### src/rtl/alu_pkg.sv
// Shared definitions for the ALU issue/writeback front end: opcodes, FSM states, default width.
package alu_pkg;

  localparam int unsigned ALU_DATA_W = 32;

  localparam logic [3:0] OP_LSLA = 4'd0;
  localparam logic [3:0] OP_LSRL = 4'd1;
  localparam logic [3:0] OP_ASR  = 4'd2;
  localparam logic [3:0] OP_ROL  = 4'd3;
  localparam logic [3:0] OP_AND  = 4'd4;
  localparam logic [3:0] OP_OR   = 4'd5;
  localparam logic [3:0] OP_XOR  = 4'd6;
  localparam logic [3:0] OP_NOT  = 4'd7;
  localparam logic [3:0] OP_ADD  = 4'd8;
  localparam logic [3:0] OP_SUB  = 4'd9;
  localparam logic [3:0] OP_LOAD = 4'hF;

  typedef enum logic [1:0] {
    StIdle,
    StIssue,
    StCapture
  } issue_state_e;

  function automatic logic is_alu_op(input logic [3:0] op);
    return op <= OP_SUB;
  endfunction

endpackage

### src/rtl/alu_regfile.sv
// General register file: two combinational operand reads, one debug read, one synchronous write.
module alu_regfile #(
  parameter int unsigned DATA_W = 32,
  parameter int unsigned NREGS  = 8,
  parameter int unsigned AW     = 3
) (
  input  logic              clk_i,
  input  logic              rst_i,
  input  logic              we_i,
  input  logic [AW-1:0]     waddr_i,
  input  logic [DATA_W-1:0] wdata_i,
  input  logic [AW-1:0]     raddr_a_i,
  output logic [DATA_W-1:0] rdata_a_o,
  input  logic [AW-1:0]     raddr_b_i,
  output logic [DATA_W-1:0] rdata_b_o,
  input  logic [AW-1:0]     dbg_addr_i,
  output logic [DATA_W-1:0] dbg_data_o
);

  logic [DATA_W-1:0] regs_q [NREGS];
  logic [DATA_W-1:0] regs_d [NREGS];

  always_comb begin
    regs_d = regs_q;
    if (we_i) regs_d[waddr_i] = wdata_i;
  end

  always_ff @(posedge clk_i or posedge rst_i) begin
    if (rst_i) begin
      for (int unsigned i = 0; i < NREGS; i++) regs_q[i] <= '0;
    end else begin
      regs_q <= regs_d;
    end
  end

  // Reads see pre-write contents; a same-cycle write lands at the edge.
  assign rdata_a_o  = regs_q[raddr_a_i];
  assign rdata_b_o  = regs_q[raddr_b_i];
  assign dbg_data_o = regs_q[dbg_addr_i];

endmodule

### src/rtl/alu_issue_ctrl.sv
// Command front end for the registered ALU: operand fetch, issue, result capture and writeback.
module alu_issue_ctrl
  import alu_pkg::*;
#(
  parameter int unsigned DATA_W = ALU_DATA_W,
  parameter int unsigned NREGS  = 8,
  parameter int unsigned AW     = 3
) (
  input  logic              clk,
  input  logic              rst,
  input  logic              cmd_valid,
  output logic              cmd_ready,
  input  logic [3:0]        cmd_op,
  input  logic [AW-1:0]     cmd_dst,
  input  logic [AW-1:0]     cmd_srca,
  input  logic [AW-1:0]     cmd_srcb,
  input  logic [DATA_W-1:0] cmd_imm,
  output logic [DATA_W-1:0] alu_port_a,
  output logic [DATA_W-1:0] alu_port_b,
  output logic [3:0]        alu_opcode,
  input  logic [DATA_W-1:0] alu_result,
  input  logic              alu_negative,
  input  logic              alu_zero,
  input  logic              alu_carry,
  output logic              flag_n,
  output logic              flag_z,
  output logic              flag_c,
  output logic              done,
  output logic              err,
  input  logic [AW-1:0]     dbg_addr,
  output logic [DATA_W-1:0] dbg_data
);

  issue_state_e      state_q, state_d;
  logic [AW-1:0]     dst_q, dst_d;
  logic [DATA_W-1:0] port_a_q, port_a_d, port_b_q, port_b_d;
  logic [3:0]        opcode_q, opcode_d;
  logic [2:0]        flags_q, flags_d;
  logic              done_q, done_d, err_q, err_d;

  logic              accept, is_load;
  logic              rf_we;
  logic [AW-1:0]     rf_waddr;
  logic [DATA_W-1:0] rf_wdata, rd_a, rd_b;

  assign cmd_ready = (state_q == StIdle);
  assign accept    = cmd_valid & cmd_ready;
  assign is_load   = (cmd_op == OP_LOAD);

  always_comb begin
    state_d  = state_q;
    dst_d    = dst_q;
    port_a_d = port_a_q;
    port_b_d = port_b_q;
    opcode_d = opcode_q;
    flags_d  = flags_q;
    done_d   = 1'b0;
    err_d    = 1'b0;
    unique case (state_q)
      StIdle: begin
        if (accept) begin
          if (is_alu_op(cmd_op)) begin
            port_a_d = rd_a;
            port_b_d = rd_b;
            opcode_d = cmd_op;
            dst_d    = cmd_dst;
            state_d  = StIssue;
          end else if (is_load) begin
            done_d = 1'b1;
          end else begin
            err_d = 1'b1;
          end
        end
      end
      StIssue: state_d = StCapture;
      StCapture: begin
        flags_d = {alu_negative, alu_zero, alu_carry};
        done_d  = 1'b1;
        state_d = StIdle;
      end
      default: state_d = StIdle;
    endcase
  end

  always_ff @(posedge clk or posedge rst) begin
    if (rst) begin
      state_q  <= StIdle;
      dst_q    <= '0;
      port_a_q <= '0;
      port_b_q <= '0;
      opcode_q <= '0;
      flags_q  <= '0;
      done_q   <= 1'b0;
      err_q    <= 1'b0;
    end else begin
      state_q  <= state_d;
      dst_q    <= dst_d;
      port_a_q <= port_a_d;
      port_b_q <= port_b_d;
      opcode_q <= opcode_d;
      flags_q  <= flags_d;
      done_q   <= done_d;
      err_q    <= err_d;
    end
  end

  // LOAD writes only from Idle and ALU writeback only from Capture, so they never collide.
  assign rf_we    = (accept & is_load) | (state_q == StCapture);
  assign rf_waddr = (state_q == StCapture) ? dst_q : cmd_dst;
  assign rf_wdata = (state_q == StCapture) ? alu_result : cmd_imm;

  alu_regfile #(
    .DATA_W(DATA_W),
    .NREGS (NREGS),
    .AW    (AW)
  ) u_regfile (
    .clk_i     (clk),
    .rst_i     (rst),
    .we_i      (rf_we),
    .waddr_i   (rf_waddr),
    .wdata_i   (rf_wdata),
    .raddr_a_i (cmd_srca),
    .rdata_a_o (rd_a),
    .raddr_b_i (cmd_srcb),
    .rdata_b_o (rd_b),
    .dbg_addr_i(dbg_addr),
    .dbg_data_o(dbg_data)
  );

  assign alu_port_a = port_a_q;
  assign alu_port_b = port_b_q;
  assign alu_opcode = opcode_q;
  assign flag_n     = flags_q[2];
  assign flag_z     = flags_q[1];
  assign flag_c     = flags_q[0];
  assign done       = done_q;
  assign err        = err_q;

endmodule

### config.mk
export PLATFORM = sky130hd
export DESIGN_NAME = alu_issue_ctrl
export DESIGN_NICKNAME = d
export VERILOG_FILES = /design/src/rtl/alu_pkg.sv /design/src/rtl/alu_regfile.sv /design/src/rtl/alu_issue_ctrl.sv
export SDC_FILE = /design/constraint.sdc
export NUM_CORES = 1
export LEC_CHECK = 0
export CAP_MARGIN = 20
export CORE_ASPECT_RATIO = 2
export CORE_MARGIN = 2
export CORE_UTILIZATION = 45
export CTS_BUF_LIST = sky130_fd_sc_hd__clkbuf_8
export CTS_CLUSTER_DIAMETER = 100
export CTS_CLUSTER_SIZE = 12
export DETAILED_ROUTE_END_ITERATION = 8
export GPL_ROUTABILITY_DRIVEN = 0
export PLACE_DENSITY = 0.65
export SKIP_CTS_REPAIR_TIMING = 1
export SLEW_MARGIN = 25
export SYNTH_ARGS = -nofsm -noshare
export SYNTH_HDL_FRONTEND = slang
export SYNTH_SLANG_ARGS = --single-unit
export TNS_END_PERCENT = 20
### constraint.sdc
create_clock -name clk -period 11.89 [get_ports clk]
set_input_delay 1.189 -clock clk [delete_from_list [all_inputs] [get_ports clk]]
set_output_delay 1.189 -clock clk [all_outputs]
set_load 0.02 [all_outputs]
; ---- Word-level counts from Yosys, hierarchy flattened
; Cells that the tools add are included.
[op_classes]
eq_ne = 5
bitwise = 7
mux = 25
magnitude_cmp = 6
n_reduce_logical = 4
[ops]
columns = cell, count
row1 = binary-select mux 32 bit (select 3 bit), 3
row2 = bitwise mux 256 bit, 1
row3 = two-way mux 32 bit, 8
row4 = demux 32 bit (select 3 bit), 1
row5 = >= comparator 4 bit (second input constant), 4
row6 = NOT 3 -> 4 bit, 4
row7 = two-way mux 1 bit, 7
row8 = == test 4 bit (second input constant), 1
row9 = less-or-equal comparator 4 bit (second input constant), 1
row10 = less-than comparator 4 x 1 -> 1 bit (second input constant), 1
row11 = two-way mux 2 bit, 2
row12 = inequality test 2 x 1 -> 1 bit (second input constant), 2
row13 = case mux 2 bit (2 select lines), 1
row14 = two-way mux 3 bit, 1
row15 = AND reduction 3 bit, 1
row16 = AND 1 bit, 2
row17 = == test 2 x 1 -> 1 bit (second input constant), 1
row18 = == test 2 bit (second input constant), 1
row19 = logical NOT 2 bit, 1
row20 = case mux 1 bit (2 select lines), 1
row21 = AND reduction 2 bit, 1
row22 = logical AND 1 bit, 1
row23 = OR 1 bit, 1
[totals]
ff_bits = 334
output_inout_bits = 106
word_cells = 63
in_bits = 86

; ---- Logic depth before layout (Yosys ltp)
; Gate-level depths: netlist of run 1.
[depth]
depth_word = 8
mapped_depth = 7
ltp_nobuf = 5

; ---- Modules after synthesis
; A second synthesis of run 1 with hierarchy kept.
[hier_totals]
cells_unflattened = 1106
hier_area_um2 = 19765.2
[by_module_without_submodules]
columns = module, area_each_um2, cells_each, n_inst, seq_area_each_um2
row1 = alu_regfile, 16084.2, 894, 1, 6406.1
row2 = alu_issue_ctrl, 3681.0, 212, 1, 1951.9

; ---- Worst setup path before layout of run 1
; No wires, ideal clock.
[synth_timing]
path_type = input -> output
start = in dbg_addr[0]
end = out dbg_data[30]
n_path_buf = 2
arrival_ns = 2.609
path_stages = 4
required_time_ns = 10.701
setup_slack_ns = 8.092
cell_sequence = buf_2 > buf_1 > mux4_2 > mux2_2
[synth_via]
elab_chain_cells = 4
[synth_lines]
columns = element, line
row1 = from (decl), alu_issue_ctrl.sv:30  ; input logic [AW-1:0] dbg_addr,
row2 = NOT 3 -> 4 bit (implied by the code), alu_regfile.sv:39  ; assign dbg_data_o = regs_q[dbg_addr_i];
row3 = binary-select mux 32 bit (select 3 bit), alu_regfile.sv:39
row4 = two-way mux 32 bit (implied by the code) (2 in series), alu_regfile.sv:39
row5 = to (decl), alu_issue_ctrl.sv:31  ; output logic [DATA_W-1:0] dbg_data
; No other way between the ends. The select of a mux whose other input is x is not followed.

; ---- Worst setup path after layout of run 1
[layout_timing]
start = in dbg_addr[1]
end = out dbg_data[24]
; The elaborated chain is that of the path after synthesis.

==> results of run 1 <==
==> power groups by stage <==
stage	clock (mW)	sequential, mW	combinational [mW]
2_1_floorplan	0	2.07	1.22
3_3_place_gp	0	2.15	1.77
3_5_place_dp	0	2.17	1.82
4_1_cts	0.660	2.15	1.82
5_1_grt	0.695	2.22	1.96
6_report	0.634	2.17	1.81
==> synthesized netlist by cell type, drive strengths merged <==
cell,count
a22oi,128
or3,1
mux2,323
nand3,67
nand3b,3
and2,4
inv,4
nand2,153
mux4,64
nor3,1
o31ai,1
nor2,6
o32ai,1
mux2i,256
or3b,4
o21ai,2
clkbuf,40
dfrtp,334
and3,1
nand4,1
o22a,1
nand2b,1
a21oi,5
buf,76
nor2b,9
==> flip-flops by register name (all words and copies together) (netlist names) <==
name / flops
flags_q: 3
done: 1
alu_opcode: 4
state_q: 2
dst_q: 3
err: 1
alu_port_b: 32
u_regfile.regs_q: 256
alu_port_a: 32
==> cell families after synthesis <==
kind of cell	share of synthesized area (%)
buf+inv	3.330
mux	41.29
flops	43.88
simple gates	5.931
compound gates	5.570
==> metrics by stage <==
stage / utilization (%) / hold slack, ps
finish: 52.05 / 476.2
global route: 52.05 / 502.6
CTS: 51.89 / 484.4
detailed placement: 50.81 / 461.7
global placement: 50.81 / 457.6
floorplan: - / 496.6
==> layout by cell type, fill, tap and decap left out, drive strengths merged, types with 5 or more instances in the layout <==
master / count
mux2: 323
clkdlybuf4s50: 184
nand2: 153
a21oi: 5
mux4: 64
mux2i: 256
dfrtp: 334
nor2b: 9
nor2: 6
clkbuf: 32
a22oi: 128
nand3: 67
buf: 28
==> cell type report <==
cell class,instances,area (µm²)
fill,3731,20030
multi-input combinational,1032,10130
sequential,334,8358
timing repair buffer,212,2103
tap,540,675.6
clock buffer,32,440.4
inverter,4,23.77
clock inverter,1,7.507
antenna,1,2.502
==> final timing paths <==
path,slack [ps],startpoint,endpoint,depth (start not counted)
worst min-delay path,480,alu_port_a[21]$_DFFE_PP0P_,alu_port_a[21]$_DFFE_PP0P_,2
worst max register to register,8790,state_q[1]$_DFFE_PP0P_,alu_port_a[13]$_DFFE_PP0P_,6
worst max-delay path,7030,dbg_addr[1],dbg_data[24],5
worst min register to register,480,alu_port_a[21]$_DFFE_PP0P_,alu_port_a[21]$_DFFE_PP0P_,2
max in group asynchronous,8680,rst,u_regfile.regs_q[195]$_DFFE_PP0P_,4
min in group asynchronous,1050,rst,alu_port_a[16]$_DFFE_PP0P_,2
==> worst max-delay path, delay by kind of cell <==
kind / cells / cell delay (ps)
buffers and inverters: 3 / 1540
multiplexers: 2 / 890
==> metal layers <==
metal / GRT usage (%) / vias up
met1: 31.45 / 6971
li1: - / 5796
met4: 11.01 / 2
met3: 2.824 / 132
met5: 0 / -
met2: 46.72 / 467
==> results.json, run 1 <==
{
  "outcome": "finished clean",
  "post_route_cells_drive_above_1_share_pct": 23.78,
  "layoutNonFillerInstCount": 2156,
  "critical_path_endpoint_category": "primary output",
  "hp-class": "flip-flop to flip-flop",
  "finalCriticalPeriod_ps": 4864,
  "critical_path_arrival_ps": 3670,
  "netSwitchingFraction_pct": 36.47,
  "syn-cell-area_mm2": 0.01905,
  "grt_start_max_net_pins": 109,
  "cts.htree.levels": 1,
  "die-area_mm2": 0.04409,
  "port_buffers": 191,
  "grt_overflow_total": 0,
  "worstSkewPairLatency_ps": 650,
  "worst_slew_margin_rel_pct": 24.29,
  "die_width_um": 149.5,
  "synth_top_area_share_pct": 43.88,
  "grt_pass1_wl_mm": 86.75,
  "max_cap_viol": 0,
  "report.final.setup_viol": 0,
  "fin_total_pwr_mw": 4.609,
  "ys_ff_latch": 334,
  "drc_errors": 0,
  "total_switching_power_mw": 1.681,
  "final_area_mm2": 0.02175,
  "clk_root_buffer_cell": "sky130_fd_sc_hd__clkbuf_8",
  "post_synth_num_cell_types": 35,
  "synthTopCellsByArea": "sky130_fd_sc_hd__dfrtp_1 44%, sky130_fd_sc_hd__mux2i_1 13%, sky130_fd_sc_hd__mux2_2 10%",
  "tns_ps": 0,
  "syn-num-nets": 1572,
  "power_per_cell_area_mw_per_mm2": 212.0,
  "worstPathCellList": "buf_4 -> buf_4 -> mux4_2 -> mux2_2 -> clkdlybuf4s50_1",
  "crit_path_launch_type": "input pin",
  "track_usage_pct": 26.04,
  "die-height_um": 295.0,
  "drt_first_iter_violations": 910,
  "clock-skew-final_ps": 11.54,
  "maximum_buffer_depth_of_the_clock_tree": 3,
  "rows": 106,
  "synth_warnings": 0,
  "tritoncts_clock_tree": "yes",
  "wl_met3_mm": 2.495,
  "max_clock_freq_ghz": 0.2056,
  "grt_pass1_vias": 14129,
  "dr_wl_met2_mm": 30.18,
  "route.top_layer_used": "met5",
  "starting_density_of_the_core_pct": 45.60,
  "hold_violations": 0,
  "placed_area_mm2": 0.02123,
  "antenna_found_initial": 2,
  "vdd_drop_max_v": 0.0001352,
  "drt.antenna.violating_nets": 0,
  "numCtsBuffers": 31,
  "seqPwrFrac_pct": 47.0,
  "dp_cells": 2120,
  "sequential_cell_area_fraction_in_the_yosys_report_pct": 43.88,
  "drt_wl_cell_um": 26.52,
  "synth.largest_area_cell": "sky130_fd_sc_hd__dfrtp_1",
  "cts.reportedPaths.clkPinSlew_ps": 90,
  "dp_slack_ps": 6805,
  "cp_max_fo": 48,
  "worst-endpoint-required_ps": 10700,
  "timing.final.max_slew_violations": 0,
  "dp_hpwl_mm": 34.86,
  "slew_of_the_pin_with_the_lowest_slew_margin_ps": 1133,
  "layout_worst_path_cycle_share_pct": 40.91,
  "num_vias": 13368,
  "cellInternalPower_mw": 2.928,
  "nets": 1701,
  "synth_cells": 1486,
  "flow.area_growth_from_synthesis_pct": 14.15,
  "route.detailed.vias_per_inst": 6.200,
  "rsz_0062_raised_after_global_routing": "no",
  "drt_first_pass_iters": 6,
  "share_comb_of_total_power_pct": 39.2,
  "layout_setup_ws_ps": 7026,
  "critical_path.max_stage_delay_ps": 720,
  "critical_path_class": "input pin to primary output",
  "syn_area_per_cell_um2": 12.82,
  "core-area_mm2": 0.04178,
  "route.final.wire_length_mm": 57.19,
  "detail_route.wirelength.met1_mm": 22.29,
  "share_clk_of_total_power_pct": 13.8,
  "most_common_cell_on_crit_path": "sky130_fd_sc_hd__buf_4",
  "pleak_nw": 9.581,
  "worst_path_max_delay_cell": "sky130_fd_sc_hd__buf_4",
  "clock_sink_count": 334,
  "pin_count": 192
}
No activity file was read; power rests on OpenSTA's default activity.
==> run 2: changes to the inputs <==
- PLACE_DENSITY: 0.65 -> 0.68
- clock period: 11.89 -> 4 ns (I/O delays scaled with it)
==> run 2 against run 1 <==
- combinational power increased to 3.0 times the previous value
- utilization grew 0.19 points
- routed wire length down 0.72%
- final cell count grew 0.46%
- highest routed layer is now met4
- clock power grew to 2.9 times the previous value
- die area is the same
==> results.json, run 2 (same netlist as run 1, synthesis figures left out) <==
{
  "outcome": "finished clean",
  "route.detailed.vias_per_inst": 6.274,
  "drt.antenna.violating_nets": 0,
  "finalCriticalPeriod_ps": 2973,
  "layout_worst_path_cycle_share_pct": 74.32,
  "core-area_mm2": 0.04178,
  "tritoncts_clock_tree": "yes",
  "slew_of_the_pin_with_the_lowest_slew_margin_ps": 1136,
  "layoutNonFillerInstCount": 2166,
  "worst_flop_to_flop_path_startpoint": "state_q[1]$_DFFE_PP0P_",
  "rsz_0062_raised_after_global_routing": "no",
  "drc_errors": 0,
  "drt_first_pass_iters": 5,
  "drt_first_iter_violations": 819,
  "dp_hpwl_mm": 35.22,
  "cts.htree.levels": 1,
  "worst-endpoint-required_ps": 3600,
  "cp_max_fo": 22,
  "largest_register_ff_count": 256,
  "die_width_um": 149.5,
  "numCtsBuffers": 31,
  "rows": 106,
  "port_buffers": 191,
  "critical_path_arrival_ps": 2570,
  "clock_sink_count": 334,
  "pin_count": 192,
  "hp-class": "input pin to asynchronous set/reset pin",
  "clk_root_buffer_cell": "sky130_fd_sc_hd__clkbuf_8",
  "critical_path_endpoint_category": "primary output",
  "layout.filler_cells": 3615,
  "mostFrequentLayoutCell": "sky130_fd_sc_hd__dfrtp_1",
  "cts.reportedPaths.clkPinSlew_ps": 90,
  "tns_ps": 0,
  "register_containing_the_most_flip_flops_in_the_final_layout": "u_regfile.regs_q",
  "rrSetupSlack_ps": 1510,
  "starting_density_of_the_core_pct": 45.60,
  "clock-skew-final_ps": 20.35,
  "nets": 1712,
  "die-area_mm2": 0.04409,
  "critical_path.endpoint": "dbg_data[11]",
  "die-height_um": 295.0,
  "antenna_found_initial": 2,
  "critical_path_startpoint": "dbg_addr[0]",
  "worst_slew_margin_rel_pct": 24.09,
  "pleak_nw": 9.633,
  "maximum_buffer_depth_of_the_clock_tree": 3,
  "layout.cells.most_common_list": "334 x sky130_fd_sc_hd__dfrtp_1, 256 x sky130_fd_sc_hd__mux2i_1, 184 x sky130_fd_sc_hd__clkdlybuf4s50_1",
  "max_clock_freq_ghz": 0.3364,
  "num_vias": 13589,
  "route.final.wire_length_mm": 56.77,
  "drt_wl_cell_um": 26.21,
  "track_usage_pct": 25.74,
  "worstSkewPairLatency_ps": 630,
  "power_per_cell_area_mw_per_mm2": 627.0,
  "timing.final.max_slew_violations": 0,
  "grt_pass1_wl_mm": 86.63,
  "grt_overflow_total": 0,
  "crit-reg2reg-capture": "u_regfile.regs_q[201]$_DFFE_PP0P_",
  "max_cap_viol": 0,
  "flow.area_growth_from_synthesis_pct": 14.57,
  "reg2regPathDepth": 5,
  "crit_path_launch_type": "input pin",
  "grt_pass1_vias": 14440,
  "vdd_drop_max_v": 0.0003145,
  "grt_start_max_net_pins": 148,
  "dp_cells": 2133,
  "critical_path_class": "input pin to primary output",
  "post_route_cells_drive_above_1_share_pct": 24.18,
  "report.final.setup_viol": 0,
  "hold_violations": 0
}
[run 2: metal layers]
| layer | global-route usage (%) | part of all wire [%] | vias to the layer above |
|---|---|---|---|
| met3 | 3.040 | 5.0 | 160 |
| met4 | 10.99 | 4.1 | 0 |
| met1 | 30.60 | 38 | 7138 |
| met5 | 0 | 0 | - |
| met2 | 46.50 | 53 | 487 |
| li1 | - | - | 5804 |
[run 2: power by group]
group          switching, mW  total, mW  internal [mW]  leakage (nW)
clock network           1.14       1.85          0.707         0.230
registers               1.58       6.42           4.84          3.94
logic                   2.25       5.42           3.17          5.47
[run 2: how the worst min path moves through the flow]
| stage | start | endpoint | slack (ps) | cells after the start |
|---|---|---|---|---|
| after global routing | rst | u_regfile.regs_q[144]$_DFFE_PP0P_ | 180 | 2 |
| after CTS | rst | u_regfile.regs_q[176]$_DFFE_PP0P_ | 160 | 2 |
| after floorplan | dst_q[1]$_DFFE_PP0P_ | dst_q[1]$_DFFE_PP0P_ | 500 | 2 |
| final | rst | u_regfile.regs_q[48]$_DFFE_PP0P_ | 170 | 2 |
| after global placement | alu_port_b[6]$_DFFE_PP0P_ | alu_port_b[6]$_DFFE_PP0P_ | 460 | 2 |
| after detailed placement | alu_port_b[26]$_DFFE_PP0P_ | alu_port_b[26]$_DFFE_PP0P_ | 470 | 2 |
[run 2: critical path, stage by stage]
cell and delay (ps):
sky130_fd_sc_hd__buf_4 380, sky130_fd_sc_hd__buf_4 380, sky130_fd_sc_hd__mux4_2 550, sky130_fd_sc_hd__mux2_2 290, sky130_fd_sc_hd__clkdlybuf4s50_1 540
[run 2: through the flow]
step           instance area, µm²  hold slack [ps]  setup slack (ps)  total power [mW]  util, %
6_report                    21820            174.0              1027             13.68    52.24
5_1_grt                     21820            182.5             915.0             14.45    52.24
4_1_cts                     21820            161.1             996.0             13.73    52.23
3_5_place_dp                21380            465.2              1001             11.85    51.18
3_3_place_gp                21380            460.7              1041             11.61    51.18
2_1_floorplan               19050            496.6            -862.6             9.792        -
[run 2: final cells by class]
| cell class | instances | area [µm²] | area share [%] |
|---|---|---|---|
| multi-input cells | 1032 | 10130 | 46.43 |
| flip-flops and latches | 334 | 8358 | 38.30 |
| repair buffers | 223 | 2197 | 10.07 |
| well taps | 540 | 675.6 | 3.096 |
| clock buffers | 32 | 440.4 | 2.018 |
| inverters | 4 | 18.77 | 0.08599 |
| diodes | 1 | 2.502 | 0.01147 |
==> run 3: changes to the inputs <==
- PLACE_DENSITY: 0.68 -> 0.65
- clock period: 4 -> 2.8 ns (I/O delays scaled with it)
==> run 3 against run 2 <==
- clock power grew 43%
- global-route usage grew 0.39 points
- cell area grew 1.9%
- power grew 43%
- clock skew shrank 5.0 ps
- combinational power grew 44%
==> results.json, run 3 (same netlist as run 1, synthesis figures left out) <==
{
  "timing.final.max_slew_violations": 0,
  "core-area_mm2": 0.04178,
  "die_width_um": 149.5,
  "antenna_found_initial": 3,
  "finalCoreUtilization_pct": 53.22,
  "worst_flop_to_flop_path_startpoint": "state_q[1]$_DFFE_PP0P_",
  "drt.antenna.violating_nets": 0,
  "numCtsBuffers": 31,
  "finalCriticalPeriod_ps": 2708,
  "dp_slack_ps": 341.2,
  "num_vias": 13464,
  "rsz_0062_raised_after_global_routing": "no",
  "die-height_um": 295.0,
  "tritoncts_clock_tree": "yes",
  "die-area_mm2": 0.04409,
  "cts.reportedPaths.clkPinSlew_ps": 90,
  "vdd_drop_max_v": 0.0004559,
  "report.final.setup_viol": 0,
  "worst_slew_margin_rel_pct": 37.14,
  "hp-class": "input pin to asynchronous set/reset pin",
  "route.detailed.vias_per_inst": 6.140,
  "drt_first_iter_violations": 815,
  "worstSkewPairLatency_ps": 640,
  "placed_area_mm2": 0.02178,
  "power_per_cell_area_mw_per_mm2": 881.5,
  "final_area_mm2": 0.02223,
  "layout_worst_path_cycle_share_pct": 96.70,
  "grt_pass1_vias": 14291,
  "cp_max_fo": 4,
  "grt_overflow_total": 0,
  "max_cap_viol": 0,
  "pleak_nw": 9.843,
  "tns_ps": 0,
  "multiInputGateArea_mm2": 0.01013,
  "register_containing_the_most_flip_flops_in_the_final_layout": "u_regfile.regs_q",
  "grt_pass1_wl_mm": 87.30,
  "mostFrequentLayoutCell": "sky130_fd_sc_hd__dfrtp_1",
  "reg2regPathDepth": 5,
  "hold_violations": 0,
  "outcome": "finished clean",
  "clock-skew-final_ps": 15.39,
  "rows": 106,
  "pin_count": 192,
  "track_usage_pct": 26.13,
  "drt_first_pass_iters": 5,
  "route.final.wire_length_mm": 57.43,
  "critical_path_class": "flip-flop to primary output",
  "reg_area_mm2": 0.008358,
  "crit-reg2reg-capture": "u_regfile.regs_q[233]$_DFFE_PP0P_",
  "drt_wl_cell_um": 26.19,
  "critical_path_endpoint_category": "primary output",
  "clk_root_buffer_cell": "sky130_fd_sc_hd__clkbuf_8",
  "grt_start_max_net_pins": 72,
  "port_buffers": 191,
  "max_clock_freq_ghz": 0.3693,
  "dp_hpwl_mm": 37.53,
  "largest_register_ff_count": 256,
  "clock_sink_count": 334,
  "layout.filler_cells": 3604,
  "worst-endpoint-required_ps": 2520,
  "slew_of_the_pin_with_the_lowest_slew_margin_ps": 942.9,
  "layout_setup_ws_ps": 92.46,
  "post_route_cells_drive_above_1_share_pct": 25.39,
  "cts.htree.levels": 1,
  "starting_density_of_the_core_pct": 45.60,
  "crit_path_launch_type": "flip-flop",
  "rrSetupSlack_ps": 630,
  "flow.area_growth_from_synthesis_pct": 16.72,
  "maximum_buffer_depth_of_the_clock_tree": 3,
  "drc_errors": 0,
  "layout.cells.most_common_list": "334 x sky130_fd_sc_hd__dfrtp_1, 256 x sky130_fd_sc_hd__mux2i_1, 184 x sky130_fd_sc_hd__clkdlybuf4s50_1",
  "nets": 1737,
  "critical_path_arrival_ps": 2430
}
## run 3: changes by cell type in the layout (fill, tap and decap cells not counted), sizes merged
cell | before | now
buf | 39 | 64
diode | 1 | 3
inv | 3 | 2
clkinv | 0 | 1
## run 3: layout make-up
class / instances / area share [%]
repair buffers: 248 / 11.68
diodes: 3 / 0.03376
multi-input cells: 1032 / 45.58
inverters: 4 / 0.09004
flip-flops and latches: 334 / 37.59
clock buffers: 32 / 1.981
well taps: 540 / 3.039
## run 3: worst max-delay path by stage
| stage | from | endpoint | slack [ps] | cells after the start |
|---|---|---|---|---|
| final | u_regfile.regs_q[63]$_DFFE_PP0P_ | dbg_data[31] | 90 | 3 |
| after detailed placement | dbg_addr[0] | dbg_data[16] | 340 | 5 |
| after global routing | u_regfile.regs_q[31]$_DFFE_PP0P_ | dbg_data[31] | 50 | 3 |
| after CTS | u_regfile.regs_q[25]$_DFFE_PP0P_ | dbg_data[25] | 70 | 3 |
| after floorplan | rst | alu_opcode[0]$_DFFE_PP0P_ | -1940 | 1 |
| after global placement | dbg_addr[0] | dbg_data[16] | 370 | 5 |
## run 3: stage by stage
| stage | power [mW] | cells | hold slack [ps] |
|---|---|---|---|
| 2_1_floorplan | 13.99 | 1486 | 385.4 |
| 3_3_place_gp | 16.71 | 2158 | 460.0 |
| 3_5_place_dp | 17.01 | 2158 | 462.3 |
| 4_1_cts | 19.70 | 2190 | 40.59 |
| 5_1_grt | 20.71 | 2192 | 85.60 |
| 6_report | 19.60 | 2193 | 63.17 |
## run 3: routing by layer
metal	track usage [%]	wire length [µm]	share of wire, %
met1	31.62	22170	39
met3	2.423	2330	4.1
met4	10.82	2340	4.1
met2	47.23	30580	53
met5	0	13	0.023
## run 3: critical path, cell delays in order (launching register included)
cell and delay [ps]:
sky130_fd_sc_hd__dfrtp_1 440, sky130_fd_sc_hd__mux4_2 480, sky130_fd_sc_hd__mux2_2 320, sky130_fd_sc_hd__clkdlybuf4s50_1 550
## run 3: where the power goes
part	switching, mW	leakage, nW	internal, mW	total, mW
logic	3.22	5.68	4.57	7.79
clock network	1.64	0.230	1.01	2.65
registers	2.24	3.94	6.92	9.16
